$ cat config.mk
export PLATFORM = sky130hd
export DESIGN_NAME = uart_tx_arbiter_flat
export DESIGN_NICKNAME = d
export VERILOG_FILES = /design/src/rtl/uart_pkg.sv /design/src/rtl/uart_tx_arbiter_if.sv /design/src/rtl/uart_tx_arbiter_rr_pick.sv /design/src/rtl/uart_tx_arbiter.sv /design/src/flat_wrapper.sv
export SDC_FILE = /design/constraint.sdc
export NUM_CORES = 1
export LEC_CHECK = 0
export CORE_UTILIZATION = 42
export CTS_CLUSTER_SIZE = 8
export DETAILED_ROUTE_END_ITERATION = 10
export GPL_ROUTABILITY_DRIVEN = 0
export GPL_TIMING_DRIVEN = 0
export PLACE_DENSITY = 0.8
export SLEW_MARGIN = 30
export SYNTH_ARGS = -nofsm -noshare
export SYNTH_HDL_FRONTEND = slang
export SYNTH_SLANG_ARGS = --single-unit
$ cat constraint.sdc
create_clock -name clk -period 2.6 [get_ports clk]
set_clock_uncertainty 0.2 [all_clocks]
set_input_delay 0.26 -clock clk [delete_from_list [all_inputs] [get_ports clk]]
set_output_delay 0.26 -clock clk [all_outputs]
set_load 0.005 [all_outputs]
$ cat src/rtl/uart_pkg.sv
// Shared types and width helpers for the UART transmit-side arbiter and its
// combinational picker.
package uart_pkg;

  localparam int DBIT_DEF  = 8;
  // rr_ptr in the debug struct is sized for the largest supported NREQ (8)
  localparam int PTR_MAX_W = 3;

  typedef enum logic {
    IDLE = 1'b0,
    LOCK = 1'b1
  } arb_state_t;

  typedef struct packed {
    arb_state_t            state;
    logic [PTR_MAX_W-1:0]  rr_ptr;
  } arb_dbg_t;

  // Index/counter width that never collapses to zero bits.
  function automatic int width_of(input int n);
    return (n <= 2) ? 1 : $clog2(n);
  endfunction

endpackage

$ cat src/rtl/uart_tx_arbiter_if.sv
// Requester byte streams on one side, the TX FIFO write port and grant status
// on the other.
interface uart_tx_arbiter_if #(
  parameter int NREQ = 4,
  parameter int DBIT = 8
);
  import uart_pkg::*;

  localparam int GW = width_of(NREQ);

  // Handshake: a byte of requester i moves on a rising edge where
  // req_valid[i] & req_ready[i]; req_valid, req_data and req_last hold steady
  // until then. wr_uart is a plain write strobe, only raised while tx_full=0.
  logic [NREQ-1:0]      req_valid;
  logic [NREQ*DBIT-1:0] req_data;
  logic [NREQ-1:0]      req_last;
  logic [NREQ-1:0]      req_ready;
  logic [DBIT-1:0]      w_data;
  logic                 wr_uart;
  logic                 tx_full;
  logic [GW-1:0]        grant_id;
  logic                 busy;
  logic                 timeout_err;

  modport master (
    output req_valid, req_data, req_last, tx_full,
    input  req_ready, w_data, wr_uart, grant_id, busy, timeout_err
  );

  modport slave (
    input  req_valid, req_data, req_last, tx_full,
    output req_ready, w_data, wr_uart, grant_id, busy, timeout_err
  );

endinterface

$ cat src/rtl/uart_tx_arbiter_rr_pick.sv
// Circular priority encoder: first set bit of req, searching upward from ptr
// and wrapping from N-1 to 0.
module rr_pick #(
  parameter int N = 4,
  parameter int W = 2
) (
  input  logic [N-1:0] req,
  input  logic [W-1:0] ptr,
  output logic [W-1:0] pick,
  output logic         any
);

  logic [W-1:0] idx;

  always_comb begin
    pick = '0;
    any  = 1'b0;
    idx  = '0;
    for (int i = 0; i < N; i++) begin
      idx = W'((int'(ptr) + i) % N);
      if (!any && req[idx]) begin
        pick = idx;
        any  = 1'b1;
      end
    end
  end

endmodule

$ cat src/rtl/uart_tx_arbiter.sv
// Packet-level round-robin arbiter sharing the UART TX FIFO write port among
// NREQ byte streams; a grant lasts a whole packet or until a stall timeout.
module uart_tx_arbiter
  import uart_pkg::*;
#(
  parameter int NREQ    = 4,
  parameter int DBIT    = DBIT_DEF,
  parameter int TIMEOUT = 1024
) (
  input  logic              clk,
  input  logic              reset_n,
  uart_tx_arbiter_if.slave  bus,
  output arb_dbg_t          dbg
);

  localparam int GW = width_of(NREQ);
  localparam int CW = width_of(TIMEOUT + 1);

  arb_state_t      state_q;
  logic [GW-1:0]   grant_q;
  logic [GW-1:0]   rr_ptr_q;
  logic            busy_q;
  logic            terr_q;
  logic [CW-1:0]   stall_q;

  logic [GW-1:0]   pick;
  logic            any_req;
  logic [GW-1:0]   next_ptr;
  logic            owner_valid;
  logic            owner_last;
  logic [DBIT-1:0] owner_data;
  logic [NREQ-1:0] ready_c;
  logic            xfer;
  logic [DBIT-1:0] w_data_c;

  rr_pick #(
    .N (NREQ),
    .W (GW)
  ) u_pick (
    .req  (bus.req_valid),
    .ptr  (rr_ptr_q),
    .pick (pick),
    .any  (any_req)
  );

  // Owner mux built from constant indices so non-power-of-two NREQ stays clean.
  always_comb begin
    owner_valid = 1'b0;
    owner_last  = 1'b0;
    owner_data  = '0;
    ready_c     = '0;
    for (int i = 0; i < NREQ; i++) begin
      if (grant_q == GW'(i)) begin
        owner_valid = bus.req_valid[i];
        owner_last  = bus.req_last[i];
        owner_data  = bus.req_data[i*DBIT +: DBIT];
        ready_c[i]  = (state_q == LOCK) && !bus.tx_full;
      end
    end
  end

  always_comb begin
    xfer     = (state_q == LOCK) && owner_valid && !bus.tx_full;
    w_data_c = (state_q == LOCK) ? owner_data : '0;
    next_ptr = (grant_q == GW'(NREQ - 1)) ? '0 : grant_q + GW'(1);
  end

  always_ff @(posedge clk or negedge reset_n) begin
    if (!reset_n) begin
      state_q  <= IDLE;
      grant_q  <= '0;
      rr_ptr_q <= '0;
      busy_q   <= 1'b0;
      terr_q   <= 1'b0;
      stall_q  <= '0;
    end else begin
      terr_q <= 1'b0;
      case (state_q)
        IDLE: begin
          stall_q <= '0;
          if (any_req) begin
            grant_q <= pick;
            busy_q  <= 1'b1;
            state_q <= LOCK;
          end
        end
        LOCK: begin
          if (xfer) begin
            stall_q <= '0;
            if (owner_last) begin
              state_q  <= IDLE;
              busy_q   <= 1'b0;
              rr_ptr_q <= next_ptr;
            end
          end else if (!owner_valid) begin
            // Backpressure with valid high is not a stall; only a silent owner counts.
            if (stall_q == CW'(TIMEOUT - 1)) begin
              state_q  <= IDLE;
              busy_q   <= 1'b0;
              rr_ptr_q <= next_ptr;
              terr_q   <= 1'b1;
              stall_q  <= '0;
            end else if (stall_q != {CW{1'b1}}) begin
              stall_q <= stall_q + CW'(1);
            end
          end
        end
        default: begin
          state_q <= IDLE;
          busy_q  <= 1'b0;
        end
      endcase
    end
  end

  assign bus.req_ready   = ready_c;
  assign bus.wr_uart     = xfer;
  assign bus.w_data      = w_data_c;
  assign bus.grant_id    = grant_q;
  assign bus.busy        = busy_q;
  assign bus.timeout_err = terr_q;

  assign dbg.state  = state_q;
  assign dbg.rr_ptr = PTR_MAX_W'(rr_ptr_q);

endmodule

$ cat src/flat_wrapper.sv
// flat-port wrapper written by rule: the top's interface ports become plain ports
module uart_tx_arbiter_flat import uart_pkg::*;
#(
  parameter int NREQ    = 4,
  parameter int DBIT    = DBIT_DEF,
  parameter int TIMEOUT = 1024
)
  (clk, reset_n, dbg, bus_req_valid, bus_req_data, bus_req_last, bus_tx_full, bus_req_ready, bus_w_data, bus_wr_uart, bus_grant_id, bus_busy, bus_timeout_err);
  uart_tx_arbiter_if #(.NREQ(NREQ), .DBIT(DBIT)) bus_i ();
  input  logic clk;
  input  logic reset_n;
  output arb_dbg_t dbg;
  input wire logic [$bits(bus_i.req_valid)-1:0] bus_req_valid;
  input wire logic [$bits(bus_i.req_data)-1:0] bus_req_data;
  input wire logic [$bits(bus_i.req_last)-1:0] bus_req_last;
  input wire logic [$bits(bus_i.tx_full)-1:0] bus_tx_full;
  output wire logic [$bits(bus_i.req_ready)-1:0] bus_req_ready;
  output wire logic [$bits(bus_i.w_data)-1:0] bus_w_data;
  output wire logic [$bits(bus_i.wr_uart)-1:0] bus_wr_uart;
  output wire logic [$bits(bus_i.grant_id)-1:0] bus_grant_id;
  output wire logic [$bits(bus_i.busy)-1:0] bus_busy;
  output wire logic [$bits(bus_i.timeout_err)-1:0] bus_timeout_err;
  assign bus_i.req_valid = bus_req_valid;
  assign bus_i.req_data = bus_req_data;
  assign bus_i.req_last = bus_req_last;
  assign bus_i.tx_full = bus_tx_full;
  assign bus_req_ready = bus_i.req_ready;
  assign bus_w_data = bus_i.w_data;
  assign bus_wr_uart = bus_i.wr_uart;
  assign bus_grant_id = bus_i.grant_id;
  assign bus_busy = bus_i.busy;
  assign bus_timeout_err = bus_i.timeout_err;
  uart_tx_arbiter #(.NREQ(NREQ), .DBIT(DBIT), .TIMEOUT(TIMEOUT)) u_core (.clk(clk), .reset_n(reset_n), .bus(bus_i), .dbg(dbg));
endmodule
==> impl_metrics.env, run 1 <==
export IMPL_status="completed"
export IMPL_wl_per_cell_um=16.6
export IMPL_gr_usage_all_layers=0.252
export IMPL_cts_sinks=18
export IMPL_netlist_area_um2=1450
export IMPL_tightest_slew_ns=0.820
export IMPL_worst_setup_path_type="register to output pin"
export IMPL_setup_tns_ns=0
export IMPL_place_hpwl_um=3250
export IMPL_dieArea_um2=3700
export IMPL_synth_seq_cells=18
export IMPL_finalSetupViolCount=0
export IMPL_max_stage_delay_ns=0.43
export IMPL_cp_data_arrival_time_ns=2.12
export IMPL_rr_worst_depth=7
export IMPL_synth_edff_count=0
export IMPL_grt_pass1_vias=1500
export IMPL_p_leak_uw=0.000964
export IMPL_syn_inst=167
export IMPL_vias=1620
export IMPL_hold_viol=0
export IMPL_antennaDiodeCount=0
export IMPL_path_clk_slew_ns=0.11
export IMPL_clkLatencyLatePin_ns=0.30
export IMPL_cts_htree_levels=1
export IMPL_drt_iter0_drc=72
export IMPL_place_inst=273
export IMPL_die_w_um=60.8
export IMPL_grt_overflow_total=0
export IMPL_slew_viol_final=0
export IMPL_cp_depth=9
export IMPL_drc=0
export IMPL_min_path_type="input pin to asynchronous set/reset pin"
export IMPL_design_area_um2=2380
export IMPL_rsz0062_at_grt="yes"
export IMPL_worstPathRequired_ns=2.14
export IMPL_fmax_ghz=0.387
export IMPL_crit_buf_inv=3
export IMPL_syn_num_nets=215
export IMPL_coreArea_um2=3180
export IMPL_synth_top_flop_cell="dfrtp_1"
export IMPL_grt_pass1_wl_um=6870
export IMPL_n_fill_cell=233
export IMPL_drv_cap=0
export IMPL_drt_wl_total_um=4780
export IMPL_cts_root_buffer="clkbuf_4"
export IMPL_io_pins=64
export IMPL_fp_row_count=20
export IMPL_nets=293
export IMPL_io_buffers=62
export IMPL_yosysWarnings=0
export IMPL_place_ws_ns=-0.236
export IMPL_hold_buffers=0
export IMPL_cp_end_kind="output pin"
export IMPL_fin_ws_ns=0.0157
export IMPL_syn_avg_cell_area_um2=8.71
export IMPL_cp_slowest_cell="dfrtp_1"
export IMPL_clk_path_buf_depth=2
export IMPL_vias_per_cell=5.63
export IMPL_post_route_util=0.750
export IMPL_antenna_found_initial=0
export IMPL_antenna_left=0
export IMPL_final_cells=288
export IMPL_ys_seq_area_frac=0.310
export IMPL_path_cells="inv_2, ha_4, nor2b_4, buf_6, a221oi_1, nor3_1, a21oi_1, nor2b_1, dlygate4sd2_1"
export IMPL_finalCriticalPeriod_ns=2.58
export IMPL_grt_max_degree=19
export IMPL_synthArstFlopShare=1.00
export IMPL_relSlewSlack=0.452
export IMPL_drive_gt1_frac=0.217
export IMPL_peakVddDrop_uv=429
export IMPL_dieHeight_um=60.8
export IMPL_place_area_um2=2130
export IMPL_numCtsBuffers=3
export IMPL_fin_crit_sh=0.994
export IMPL_synth_cell_types=44
export IMPL_area_growth_pct=63.9
export IMPL_critical_path_top_delay_family="buffers and inverters"
export IMPL_power_density_nw_per_um2=949
export IMPL_first_pass_iters=4
export IMPL_floorplan_initialDensity=0.457
export IMPL_cts_tree="built"
export IMPL_crit_fanout=4
export IMPL_startpoint_type="register"
## layout make-up
class                   count  area, um2  share of cell area
inverters                   6       22.5             0.00945
clock buffers               4       36.3              0.0152
repair buffers             73        692               0.290
multi-input cells         134       1040               0.438
flip-flops and latches     18        450               0.189
well taps                  44       55.1              0.0231
plain buffers               9       82.6              0.0347
## what timing repair did
action / in CTS / in global routing
pin swaps: 7 / 9
resized for setup: 31 / 28
setup endpoints to repair: 13 / 11
gates cloned: 1 / 0
setup buffers: 8 / 2
## routing by layer
layer	GRT usage	vias to the layer above	part of all wire
met2	0.452	79	0.51
met4	0.110	0	0.020
met5	0	-	0
li1	-	761	-
met1	0.293	769	0.40
met3	0.0448	11	0.075
## power breakdown
part	switching (uW)	total (uW)	internal, uW
clock	93.3	179	85.5
sequential	81.5	424	342
combinational	758	1660	902
total	933	2260	1330
## cells in the final DEF, fill, tap and decap left out, drive strengths merged, types with 3 or more instances in the layout
cell type      count
a21oi             12
nand4              5
nor2              15
o21ai              6
inv                6
buf               18
xor2               3
xnor2              3
dfrtp             18
nor2b             17
nor4               3
nand3              3
clkbuf            10
clkdlybuf4s50     53
nand2              9
and2               7
ha                 5
nor3b              3
a221oi             8
dlygate4sd2        4
nor3               9
## state kept, by name, indices dropped and copies added, names as in the netlist
name	count
u_core.bus.timeout_err	1
u_core.bus.grant_id	2
u_core.bus.busy	1
u_core.state_q	1
u_core.rr_ptr_q	2
u_core.stall_q	11
## through the flow
step | hold slack (ns) | power [uW]
after floorplan | -0.236 | 1190
after CTS | 0.250 | 2090
after detailed placement | 0.294 | 1740
after global routing | 0.275 | 2420
final | 0.217 | 2260
after global placement | 0.294 | 1700
## cells by family (layout without fill, tap and decap cells)
family          count (synthesis)  count (layout)  synth area share
simple gates                   80              80             0.314
xor+xnor                        6               6            0.0362
buf+inv                        15              92            0.0456
other cells                     1               1           0.00258
fa+ha+maj                       5               5            0.0430
mux                             4               4            0.0344
flops                          18              18             0.310
compound gates                 38              38             0.214
## synthesized netlist by cell type (all sizes together), types with 3 or more instances
cell type	instances	area, um2
nand4	5	31.3
ha	5	62.6
nand2	9	33.8
buf	4	25.0
nor2	15	63.8
clkbuf	5	18.8
o21ai	6	33.8
and2	7	43.8
nor3	9	45.0
xor2	3	26.3
nand3	3	15.0
nor4	3	25.0
a21oi	12	60.1
xnor2	3	26.3
nor3b	3	27.5
dfrtp	18	450
a221oi	8	70.1
nor2b	17	106
inv	6	22.5
## path summary, 6_finish.rpt
path / from / to / slack [ns]
setup / recovery: u_core.bus.grant_id[1]$_DFFE_PN0P_ / bus_w_data[0] / 0.02
hold / removal: reset_n / u_core.rr_ptr_q[1]$_DFFE_PN0P_ / 0.22
setup reg to reg: u_core.bus.grant_id[0]$_DFFE_PN0P_ / u_core.rr_ptr_q[1]$_DFFE_PN0P_ / 0.10
hold reg to reg: u_core.bus.busy$_DFFE_PN0P_ / u_core.bus.busy$_DFFE_PN0P_ / 0.33
max in group asynchronous: reset_n / u_core.bus.timeout_err$_DFF_PN0_ / 1.48
min in group clk: u_core.bus.busy$_DFFE_PN0P_ / u_core.bus.busy$_DFFE_PN0P_ / 0.33
(Power assumes the default switching activity.)
==> inputs of run 2 (changes only) <==
MAX_ROUTING_LAYER = met4   (was default)
==> run 2 against run 1 <==
Compared with the run above:
- worst hold slack worse by 0.0019 ns
- maximum frequency hardly changed
- clock-buffer cell count unchanged
- combinational power is essentially flat
- global-route usage is 0.72 points higher
- register-to-register slack is essentially flat
- total power decreased by 0.13%
- critical path depth unchanged
- via count shrank 1.1%
- largest power group unchanged
==> impl_metrics.env, run 2 (synthesized netlist as in run 1, its figures left out) <==
export IMPL_status="completed"
export IMPL_fp_row_count=20
export IMPL_final_cell_mix="53 x clkdlybuf4s50_1, 18 x dfrtp_1, 16 x nor2b_1"
export IMPL_die_w_um=60.8
export IMPL_path_clk_slew_ns=0.11
export IMPL_finalSetupViolCount=0
export IMPL_hold_buffers=0
export IMPL_wl_per_cell_um=16.5
export IMPL_final_common_cell="clkdlybuf4s50_1"
export IMPL_critical_path_top_delay_family="buffers and inverters"
export IMPL_relSlewSlack=0.454
export IMPL_io_pins=64
export IMPL_io_buffers=62
export IMPL_max_stage_delay_ns=0.43
export IMPL_grt_pass1_wl_um=6840
export IMPL_hold_viol=0
export IMPL_grt_overflow_total=0
export IMPL_clkLatencyLatePin_ns=0.30
export IMPL_floorplan_initialDensity=0.457
export IMPL_cts_sinks=18
export IMPL_slew_viol_final=0
export IMPL_worstPathRequired_ns=2.14
export IMPL_fin_crit_sh=0.994
export IMPL_place_area_um2=2130
export IMPL_cp_end_kind="output pin"
export IMPL_drv_cap=0
export IMPL_area_growth_pct=63.9
export IMPL_antenna_left=0
export IMPL_place_hpwl_um=3250
export IMPL_grt_pass1_vias=1506
export IMPL_n_fill_cell=233
export IMPL_finalCriticalPeriod_ns=2.58
export IMPL_coreArea_um2=3180
export IMPL_place_inst=273
export IMPL_clk_path_buf_depth=2
export IMPL_cp_startpoint="u_core.bus.grant_id[0]$_DFFE_PN0P_"
export IMPL_nets=293
export IMPL_r2r_slack_ns=0.09
export IMPL_rsz0062_at_grt="yes"
export IMPL_design_area_um2=2380
export IMPL_post_route_util=0.750
export IMPL_drive_gt1_frac=0.217
export IMPL_antennaDiodeCount=0
export IMPL_gr_usage_all_layers=0.259
export IMPL_fmax_ghz=0.387
export IMPL_crit_buf_inv=4
export IMPL_vias=1602
export IMPL_dieArea_um2=3700
export IMPL_drt_wl_total_um=4760
export IMPL_cts_htree_levels=1
export IMPL_numCtsBuffers=3
export IMPL_largest_reg_flops=11
export IMPL_path_cells="inv_2, ha_2, buf_6, buf_8, a221oi_1, nor3_1, a21oi_1, nor2b_1, dlygate4sd2_1"
export IMPL_drt_iter0_drc=69
export IMPL_dieHeight_um=60.8
export IMPL_power_density_nw_per_um2=948
export IMPL_worst_setup_path_type="register to output pin"
export IMPL_cp_data_arrival_time_ns=2.12
export IMPL_vias_per_cell=5.56
export IMPL_cts_root_buffer="clkbuf_4"
export IMPL_p_leak_uw=0.000964
export IMPL_drc=0
export IMPL_grt_max_degree=19
export IMPL_startpoint_type="register"
export IMPL_crit_fanout=10
export IMPL_worst_r2r_startpoint="u_core.bus.grant_id[0]$_DFFE_PN0P_"
export IMPL_min_path_type="input pin to asynchronous set/reset pin"
export IMPL_cts_tree="built"
export IMPL_final_cells=288
export IMPL_first_pass_iters=4
export IMPL_top_register="u_core.stall_q"
export IMPL_antenna_found_initial=0
export IMPL_cp_slowest_cell="dfrtp_1"
export IMPL_tightest_slew_ns=0.816
export IMPL_peakVddDrop_uv=428
-- run 2: cell counts in the layout (fill, tap and decap cells not counted) --
No cell type changed its count.
-- run 2: per-layer routing --
layer  part of all wire  wire length (um)  track usage  up-vias
li1                   -                 -            -      760
met1               0.39              1870        0.289      766
met2               0.51              2450        0.455       65
met3              0.072               345       0.0426       11
met4              0.021               100        0.110        0
met5                  0                 0            -        -
-- run 2: timing repair --
| item | in CTS | in global routing |
|---|---|---|
| buffers inserted | 8 | 2 |
| pin swaps | 7 | 9 |
| setup endpoints to repair | 13 | 11 |
| resized for setup | 31 | 28 |
| gates cloned | 1 | 0 |
-- run 2: path summary, 6_finish.rpt --
| kind | to | cells past startpoint |
|---|---|---|
| worst max-delay path | bus_w_data[0] | 9 |
| min in group clk | u_core.bus.busy$_DFFE_PN0P_ | 2 |
| max in group asynchronous | u_core.bus.timeout_err$_DFF_PN0_ | 1 |
| worst min register to register | u_core.bus.busy$_DFFE_PN0P_ | 2 |
| worst min-delay path | u_core.rr_ptr_q[1]$_DFFE_PN0P_ | 1 |
| worst max register to register | u_core.rr_ptr_q[1]$_DFFE_PN0P_ | 7 |
-- run 2: area by class of cell --
cell class	count	area (um2)	share of cell area
Buffer	9	82.6	0.0347
Clock buffer	4	36.3	0.0152
Inverter	6	22.5	0.00945
Multi-Input combinational cell	134	1040	0.438
Sequential cell	18	450	0.189
Tap cell	44	55.1	0.0231
Timing Repair Buffer	73	692	0.290
-- run 2: per-stage QoR --
stage	hold slack [ns]	total power, uW	setup WS [ns]	TNS (ns)
final	0.215	2260	0.0159	0
after global routing	0.275	2420	-0.0431	-0.103
after CTS	0.250	2090	-0.140	-0.455
after detailed placement	0.294	1740	-0.236	-1.78
after global placement	0.294	1700	-0.184	-1.52
after floorplan	-0.236	1190	0.263	0
-- run 2: power by group --
group,internal [uW],leakage (uW),total (uW),switching [uW]
logic,901,0.000709,1660,755
registers,342,0.000235,424,81.7
clock network,85.5,0.0000210,179,93.4
